`src/rtl/nx_xrfb_fifo_ctrl_pkg.sv`:
```
// nx_xrfb_fifo_ctrl_pkg: XRFB primitive geometries and the parameter legality check
// shared by the FIFO controller and the memory-mapping helpers.
package nx_xrfb_fifo_ctrl_pkg;
  localparam int XRFB_64X18_ADDR_BITS = 6;
  localparam int XRFB_64X18_WIDTH = 18;
  localparam int XRFB_32X36_ADDR_BITS = 5;
  localparam int XRFB_32X36_WIDTH = 36;
  // Native data width of the XRFB addressed with addr_bits bits, 0 when no primitive matches.
  function automatic int xrfb_native_width(input int addr_bits);
    return addr_bits == XRFB_64X18_ADDR_BITS ? XRFB_64X18_WIDTH :
           addr_bits == XRFB_32X36_ADDR_BITS ? XRFB_32X36_WIDTH : 0;
  endfunction
  function automatic bit xrfb_geometry_ok(input int width, input int addr_bits);
    return xrfb_native_width(addr_bits) != 0 && width >= 1 && width <= xrfb_native_width(addr_bits);
  endfunction
endpackage

```
`src/rtl/nx_xrfb_fifo_ctrl.sv`:
```
// nx_xrfb_fifo_ctrl: turns one NX_XRFB register file into a valid/ready FIFO,
// managing wrap-bit pointers, full/empty flow control and a registered output stage.
module nx_xrfb_fifo_ctrl
  import nx_xrfb_fifo_ctrl_pkg::*;
#(
  parameter int WIDTH = 18,
  parameter int ADDR_BITS = 6
) (
  input  logic                 clock,
  input  logic                 async_reset,
  input  logic [WIDTH-1:0]     s_data,
  input  logic                 s_valid,
  output logic                 s_ready,
  output logic [WIDTH-1:0]     m_data,
  output logic                 m_valid,
  input  logic                 m_ready,
  output logic [WIDTH-1:0]     xrfb_i,
  output logic [ADDR_BITS-1:0] xrfb_wa,
  output logic                 xrfb_we,
  output logic                 xrfb_wea,
  output logic [ADDR_BITS-1:0] xrfb_ra,
  input  logic [WIDTH-1:0]     xrfb_o,
  output logic [ADDR_BITS:0]   level
);
  if (!xrfb_geometry_ok(WIDTH, ADDR_BITS)) begin : g_bad_geometry
    $error("nx_xrfb_fifo_ctrl: WIDTH=%0d ADDR_BITS=%0d matches no XRFB primitive", WIDTH, ADDR_BITS);
  end
  logic [ADDR_BITS:0] r_wr_ptr;
  logic [ADDR_BITS:0] r_rd_ptr;
  logic [WIDTH-1:0]   r_m_data;
  logic               r_m_valid;
  logic [ADDR_BITS:0] w_mem_cnt;
  logic               w_mem_empty;
  logic               w_mem_full;
  logic               w_push;
  logic               w_load;
  assign w_mem_cnt   = r_wr_ptr - r_rd_ptr;
  assign w_mem_empty = w_mem_cnt == '0;
  // Occupancy never exceeds 2^ADDR_BITS, so its top bit alone marks full.
  assign w_mem_full  = w_mem_cnt[ADDR_BITS];
  assign s_ready     = !w_mem_full && !async_reset;
  assign w_push      = s_valid && s_ready;
  assign w_load      = !w_mem_empty && (!r_m_valid || m_ready);
  assign xrfb_i      = s_data;
  assign xrfb_wa     = r_wr_ptr[ADDR_BITS-1:0];
  assign xrfb_we     = w_push;
  assign xrfb_wea    = 1'b1;
  assign xrfb_ra     = r_rd_ptr[ADDR_BITS-1:0];
  assign m_data      = r_m_data;
  assign m_valid     = r_m_valid;
  assign level       = w_mem_cnt + {{ADDR_BITS{1'b0}}, r_m_valid};
  // Pointers only meet when the memory is empty, so a load never reads the slot being written.
  always_ff @(posedge clock or posedge async_reset) begin
    if (async_reset) begin
      r_wr_ptr  <= '0;
      r_rd_ptr  <= '0;
      r_m_data  <= '0;
      r_m_valid <= 1'b0;
    end else begin
      if (w_push) r_wr_ptr <= r_wr_ptr + 1'b1;
      if (w_load) begin
        r_rd_ptr  <= r_rd_ptr + 1'b1;
        r_m_data  <= xrfb_o;
        r_m_valid <= 1'b1;
      end else if (r_m_valid && m_ready) begin
        r_m_valid <= 1'b0;
      end
    end
  end
endmodule

```
`config.mk`:
```
export PLATFORM = sky130hd
export DESIGN_NAME = nx_xrfb_fifo_ctrl
export DESIGN_NICKNAME = d
export VERILOG_FILES = /design/src/rtl/nx_xrfb_fifo_ctrl_pkg.sv /design/src/rtl/nx_xrfb_fifo_ctrl.sv
export SDC_FILE = /design/constraint.sdc
export NUM_CORES = 1
export LEC_CHECK = 0
export ABC_AREA = 1
export CAP_MARGIN = 20
export CORE_ASPECT_RATIO = 0.5
export CORE_MARGIN = 2
export CORE_UTILIZATION = 45
export DETAILED_ROUTE_END_ITERATION = 10
export PLACE_DENSITY = 0.95
export SLEW_MARGIN = 30
export SYNTH_ARGS = -nofsm -noshare
export SYNTH_HDL_FRONTEND = slang
export SYNTH_SLANG_ARGS = --single-unit
```
`constraint.sdc`:
```
create_clock -name clock -period 4.2 [get_ports clock]
set_input_delay 0.42 -clock clock [delete_from_list [all_inputs] [get_ports clock]]
set_output_delay 0.42 -clock clock [all_outputs]
set_load 0.01 [all_outputs]
```
==> Word-level counts from Yosys, hierarchy flattened <==
Index checks and enable logic that the tools add are counted.
Widths: inputs -> output; s select.
{ "word_totals": {"memories": 0, "latchBits": 0, "ram_bits": 0, "regBits": 33, "inputBits": 40, "romBits": 0} }
{ "op_classes": {"n_reduce_logical": 11, "n_eq_ne": 0, "n_div": 0, "n_shift": 0, "n_mux": 2, "n_bitwise": 0, "multipliers": 0, "magnitude_cmp": 0, "addsub": 4} }
{ "op_table": {"columns": ["op", "n"], "rows": [
  ["$add 7x1->7 const B", 2],
  ["$add 7x1->7", 1],
  ["$logic_not 7->1", 1],
  ["$sub 7x7->7", 1],
  ["$logic_and 1x1->1", 4],
  ["$logic_not 1->1", 4],
  ["$mux 1", 2],
  ["$reduce_bool 2->1", 1],
  ["$logic_or 1x1->1", 1]
]} }

==> Logic depth before layout (Yosys ltp) <==
Gate-level depths: netlist (run 1).
{ "logic_depth": {"word_depth": 5, "ltp_mapped": 14} }

==> Least setup slack after synthesis (run 1) <==
Ideal clock, no wire load.
{ "synth_timing": {"path_type": "register to output", "startpoint": "register r_wr_ptr[0]", "endpoint": "output level[6]", "setup_slack_ps": 1827, "path_buffers": 0, "t_arrival_ps": 1953, "t_required_ps": 3780, "stages_incl_launch_ff": 12, "cell_sequence": "dfrtp_1 inv_1 ha_1 inv_1 fa_1 ha_1 inv_1 nor2_1 nand2_1 nor2_1 nand2_1 xor2_1"} }
{ "synth_between": {"elab_chain_cells": 2} }
{ "synth_lines": {"columns": ["element", "line", "rtl"], "rows": [
  ["start, declared", "nx_xrfb_fifo_ctrl.sv:28", "logic [ADDR_BITS:0] r_wr_ptr;"],
  ["start signal, assigned", "nx_xrfb_fifo_ctrl.sv:60", "if (w_push) r_wr_ptr <= r_wr_ptr + 1'b1;"],
  ["$sub 7x7->7", "nx_xrfb_fifo_ctrl.sv:37", "assign w_mem_cnt = r_wr_ptr - r_rd_ptr;"],
  ["$add 7x1->7", "nx_xrfb_fifo_ctrl.sv:51", "assign level = w_mem_cnt + {{ADDR_BITS{1'b0}}, r_m_valid};"],
  ["end, declared", "nx_xrfb_fifo_ctrl.sv:23", "output logic [ADDR_BITS:0] level"]
]} }
No other way between the ends.

==> Worst setup path in the final report (run 1) <==
Same ends and word-level chain as after synthesis.

==> results of run 1 <==
-- layout by cell type (no fill, tap or decap), drive strengths merged, types with 5 or more instances in the layout --
cell | netlist | routed
xnor2 | 5 | 5
clkbuf | 1 | 7
inv | 33 | 33
ha | 10 | 10
nor2 | 9 | 9
clkdlybuf4s50 | 0 | 61
a21oi | 6 | 6
dfrtp | 33 | 33
nand3 | 39 | 39
xor2 | 9 | 9
nand4 | 5 | 5
nand2 | 102 | 102
-- state kept, by name (all words and copies together), names as in the netlist --
| name | cells |
|---|---|
| r_rd_ptr | 7 |
| m_data | 18 |
| r_wr_ptr | 7 |
| m_valid | 1 |
-- cell families after synthesis --
logic type / after synthesis / synth area share, %
flip-flops: 33 / 37.29
buffers and inverters: 70 / 17.91
AO/OA/AOI/OAI: 8 / 1.808
AND/OR/NAND/NOR: 155 / 30.73
adder cells (fa/ha/maj): 11 / 6.554
other: 1 / 0.1693
XOR/XNOR: 14 / 5.537
-- routing by layer --
metal	share of wire, %	vias up
met2	50	66
li1	-	944
met4	1.5	0
met5	0	-
met3	6.7	9
met1	42	879
-- critical path, stage by stage (launching register included) --
cell and delay, ns:
dfrtp_1 0.43, inv_1 0.11, ha_1 0.14, inv_1 0.07, fa_1 0.53, ha_1 0.19, inv_1 0.04, nor2_1 0.13
nand2_1 0.10, nor2_1 0.10, nand2_1 0.07, xor2_1 0.12, clkdlybuf4s50_1 0.55
-- report_power, final --
group / switching (mW) / internal [mW]
logic: 0.730 / 0.657
clock network: 0.113 / 0.193
registers: 0.0944 / 0.395
-- area by class of cell --
cell class / instances / area (µm²)
Sequential cell: 33 / 825.8
Multi-Input combinational cell: 189 / 994.7
Timing Repair Buffer: 62 / 618.1
Fill cell: 371 / 1812
Tap cell: 66 / 82.58
Inverter: 33 / 123.9
Clock buffer: 7 / 86.33
Clock inverter: 1 / 30.03
-- how the worst min path moves through the flow --
stage                                    to  slack (ns)
finish                m_data[2]$_DFFE_PP0P_        0.47
global route          m_data[1]$_DFFE_PP0P_        0.49
CTS                   m_data[2]$_DFFE_PP0P_        0.47
detailed placement    m_data[2]$_DFFE_PP0P_        0.46
global placement      m_data[1]$_DFFE_PP0P_        0.45
floorplan           r_rd_ptr[6]$_DFFE_PP0P_        0.46
==> results.cfg, run 1 <==
[clock_network]
path_clk_slew_ns = 0.07
cts_resized = 0
insertion_delay_ns = 0.28
cts_buffers = 5
cts_tree = built
cts-htree-levels = 2
cts_hold_buf = 0
cts_buffer_depth = 2
cts_setup_buffers = 0
cts-root-buf = clkbuf_8
cts.sink_count = 33

[sta]
maxSlewViolCount = 0
setup_tns_ns = 0
setup_ws_ns = 0.9135
fmax_ghz = 0.3043
period_needed_ns = 3.287
worstMarginPinSlew_ns = 0.5240
post-route-period-util_pct = 78.25
finalSetupViolations = 0
hold_ws_ns = 0.4695
final_hold_viol_count = 0
slew_headroom_pct = 64.94
rsz0062_at_grt = no
finClkSkew_ns = 0.004997

[setup_path]
r2r_start = r_wr_ptr[0]$_DFFE_PP0P_
critPathCapture = level[6]
worst_r2r_path_depth = 12
criticalPathCategory = flop to output pin
r2r-end = m_valid$_DFFE_PP0P_
cp-startpoint = r_wr_ptr[0]$_DFFE_PP0P_
worstPathArrival_ns = 2.87
r2r_slack_ns = 1.56
crit_fanout = 5
startpoint_type = flop
cp.required_ns = 3.78
end_kind = output pin

[routing]
drt-total-wl_mm = 4.889
wl_per_cell_um = 12.50
ant_nets = 0
drc = 0
vias_per_cell = 4.854
vias = 1898
drtIter0Drc = 145
drt_first_pass_iters = 4

[cells_and_area]
area_growth_pct = 24.69
post-route-util_pct = 60.38
drive_above_1_share_pct = 4.923
antenna_cells = 0
final_cells = 391
fin_nets = 375
final_cell_area_um2 = 2761

[hold_path]
hp-start = m_data[2]$_DFFE_PP0P_
min_path_cells = 2
hp-class = flop to flop

[floorplan]
fp.dieW_um = 103.2
core_area_um2 = 4573
dieArea_um2 = 5533
rows = 17
ioPinCount = 99
initial_utilization_pct = 48.43
die_h_um = 53.61

[logic_synthesis]
synth_flop_cell = dfrtp_1
synth.most_common_cell = nand2_1
synth_area_um2 = 2215
yosys_warnings = 0
ys_seq_area_share_pct = 37.29
netlist.area_leader.share_pct = 37.29
ys_ff_latch = 33
ys_async_sr_fraction_pct = 100.0
yosysUniqueCellTypes = 24
yosysTopAreaCell = dfrtp_1
syn_inst = 292
synthTopCellsByCount = nand2_1, nand3_1, dfrtp_1, inv_1, buf_4
synth_edf_count = 0
syn_avg_cell_area_um2 = 7.584
synth_area_leaders = dfrtp_1, nand2_1, buf_4, nand3_1, ha_1
syn_nets = 343

[grt]
overflow = 0
grt_max_degree = 34
grt_pass1_wl_mm = 8.176
gr-usage-met1_pct = 22.68
grt_usage_pct = 19.26
grt_util_met2_pct = 35.17
met3_usage_pct = 4.935
grt_busiest_layer = met2
first_global_vias = 1853
antenna_found_initial = 0

[placed_design]
placed_cell_area_um2 = 2643
place.gp.congestion = 0.8090
placedCellCount = 383
dp_worst_setup_slack_ns = 1.213
io_buffers = 61
detailed_place_hpwl_mm = 3.548

[power]
total_power_mw = 2.184
leakagePower_nw = 1.404
cellPowerDensity_nw_per_um2 = 791.0
ir_drop_v = 0.0003045

[flow_run]
drv_cap = 0

[status]
status = complete, no violations
Note: power is estimated with default switching activity, not from simulation.
==> inputs of run 2 (changes only) <==
--- a/config.mk
+++ b/config.mk
@@ -9,9 +9,9 @@
 export CAP_MARGIN = 20
 export CORE_ASPECT_RATIO = 0.5
 export CORE_MARGIN = 2
-export CORE_UTILIZATION = 45
+export CORE_UTILIZATION = 42
 export DETAILED_ROUTE_END_ITERATION = 10
-export PLACE_DENSITY = 0.95
+export PLACE_DENSITY = 0.92
 export SLEW_MARGIN = 30
 export SYNTH_ARGS = -nofsm -noshare
 export SYNTH_HDL_FRONTEND = slang
==> constraint.sdc (replaced) <==
create_clock -name clock -period 3.12 [get_ports clock]
set_input_delay 0.312 -clock clock [delete_from_list [all_inputs] [get_ports clock]]
set_output_delay 0.312 -clock clock [all_outputs]
set_load 0.01 [all_outputs]
==> run 2 against run 1 <==
  * Setup slack worse by 0.79 ns
  * Final cell count up 1.8%
  * Sequential cell count stayed put
==> results.cfg, run 2 (synthesized netlist as in run 1, its figures left out) <==
[status]
status = complete, no violations

[setup_path]
worst_path_most_repeated_cell = inv_1
crit_slowest_cell = clkdlybuf4s50_1
end_kind = output pin
crit_fanout = 8
crit_path_max_incr_delay_ns = 0.54
criticalPathCategory = flop to output pin
cp_cell_sequence = inv_1 -> ha_1 -> inv_1 -> fa_2 -> nand3_1 -> nand4_1 -> nand2_2 -> nand3_2 -> inv_4 -> clkdlybuf4s50_1
critPathTopFamily = buffers and inverters
cp.buffers_inverters = 4
startpoint_type = flop
cp.required_ns = 2.81
worstPathArrival_ns = 2.69

[sta]
hold_ws_ns = 0.4760
fmax_ghz = 0.3335
finalSetupViolations = 0
post-route-period-util_pct = 96.10
slew_headroom_pct = 63.80
final_hold_viol_count = 0
worstMarginPinSlew_ns = 0.5417
maxSlewViolCount = 0
period_needed_ns = 2.998
setup_tns_ns = 0
rsz0062_at_grt = no
finClkSkew_ns = 0.005756

[routing]
drt-total-wl_mm = 4.789
drc = 0
drtIter0Drc = 113
vias = 1832
ant_nets = 0
wl_per_cell_um = 12.03
vias_per_cell = 4.603
drt_first_pass_iters = 4

[cells_and_area]
area_growth_pct = 27.06
final_cell_mix = nand2_1, clkdlybuf4s50_1, nand3_1
largest_reg_flops = 18
num-fill-cells = 433
regArea_um2 = 825.8
drive_above_1_share_pct = 6.402
layout_commonest_cell = nand2_1
fin_nets = 378
antenna_cells = 0
multiInputGateArea_um2 = 994.7
final_cells = 398

[placed_design]
io_buffers = 61
place.gp.congestion = 0.8801
placedCellCount = 389
detailed_place_hpwl_mm = 3.549

[floorplan]
core_area_um2 = 5000
die_h_um = 55.35
dieArea_um2 = 5905
fp.dieW_um = 106.7
initial_utilization_pct = 44.29
rows = 18
ioPinCount = 99

[clock_network]
cts_buffers = 5
cts-htree-levels = 2
cts-root-buf = clkbuf_8
path_clk_slew_ns = 0.08
cts_tree = built
cts.sink_count = 33
cts_buffer_depth = 2
insertion_delay_ns = 0.29

[power]
cellPowerDensity_nw_per_um2 = 1072
total_power_mw = 3.018
ir_drop_v = 0.0005253
leakagePower_nw = 1.433

[hold_path]
hp-class = flop to flop

[grt]
first_global_vias = 1814
overflow = 0
grt_pass1_wl_mm = 8.231
grt_usage_pct = 17.53
antenna_found_initial = 0
grt_max_degree = 34

[flow_run]
drv_cap = 0
run 2: cell type report:
type / instances / share of cell area [%]
Multi-Input combinational cell: 189 / 35.35
Sequential cell: 33 / 29.35
Timing Repair Buffer: 65 / 22.81
Inverter: 33 / 4.491
Tap cell: 70 / 3.112
Clock buffer: 5 / 2.446
Clock inverter: 3 / 2.446
run 2: final timing paths:
| check | slack, ns | cells after the start | startpoint | end |
|---|---|---|---|---|
| max in group asynchronous | 2.28 | 3 | async_reset | m_data[14]$_DFFE_PP0P_ |
| hold / removal | 0.48 | 2 | m_data[5]$_DFFE_PP0P_ | m_data[5]$_DFFE_PP0P_ |
| hold reg to reg | 0.48 | 2 | m_data[5]$_DFFE_PP0P_ | m_data[5]$_DFFE_PP0P_ |
| setup / recovery | 0.12 | 10 | r_wr_ptr[0]$_DFFE_PP0P_ | xrfb_we |
| min in group asynchronous | 0.53 | 3 | async_reset | r_wr_ptr[1]$_DFFE_PP0P_ |
| setup reg to reg | 0.69 | 12 | r_rd_ptr[0]$_DFFE_PP0P_ | r_rd_ptr[3]$_DFFE_PP0P_ |
run 2: layer usage:
layer	GRT usage, %	vias to the layer above	routed length [µm]
li1	-	946	-
met1	20.50	822	2052
met2	30.03	54	2312
met3	5.667	10	323
met4	6.865	0	99
met5	0	-	0
run 2: where the power goes:
part           total (mW)  switching [mW]  leakage (nW)  internal (mW)
registers           0.653           0.121         0.409          0.532
logic                1.87           0.991         0.955          0.880
clock network       0.494           0.172        0.0687          0.322
run 2: timing repair:
action                                 4_1_cts  5_1_grt
endpoints found under the hold margin        0        0
buffers inserted                             0        1
setup endpoints to repair                    2        4
hold buffers                                 0        0
resized for setup                            2        3
run 2: per-stage QoR:
| step | util [%] | setup WS [ns] | instance area, µm² |
|---|---|---|---|
| floorplan | - | 0.8548 | 2215 |
| global placement | 53.25 | 0.3021 | 2663 |
| detailed placement | 53.25 | 0.1973 | 2663 |
| CTS | 55.98 | 0.003934 | 2799 |
| global route | 56.28 | 0.007663 | 2814 |
| finish | 56.28 | 0.1217 | 2814 |
run 2: worst min-delay path, delay by kind of cell (launching register included):
| kind | cells | cell delay [ns] |
|---|---|---|
| flip-flops | 1 | 0.35 |
| AND/OR/NAND/NOR | 2 | 0.10 |
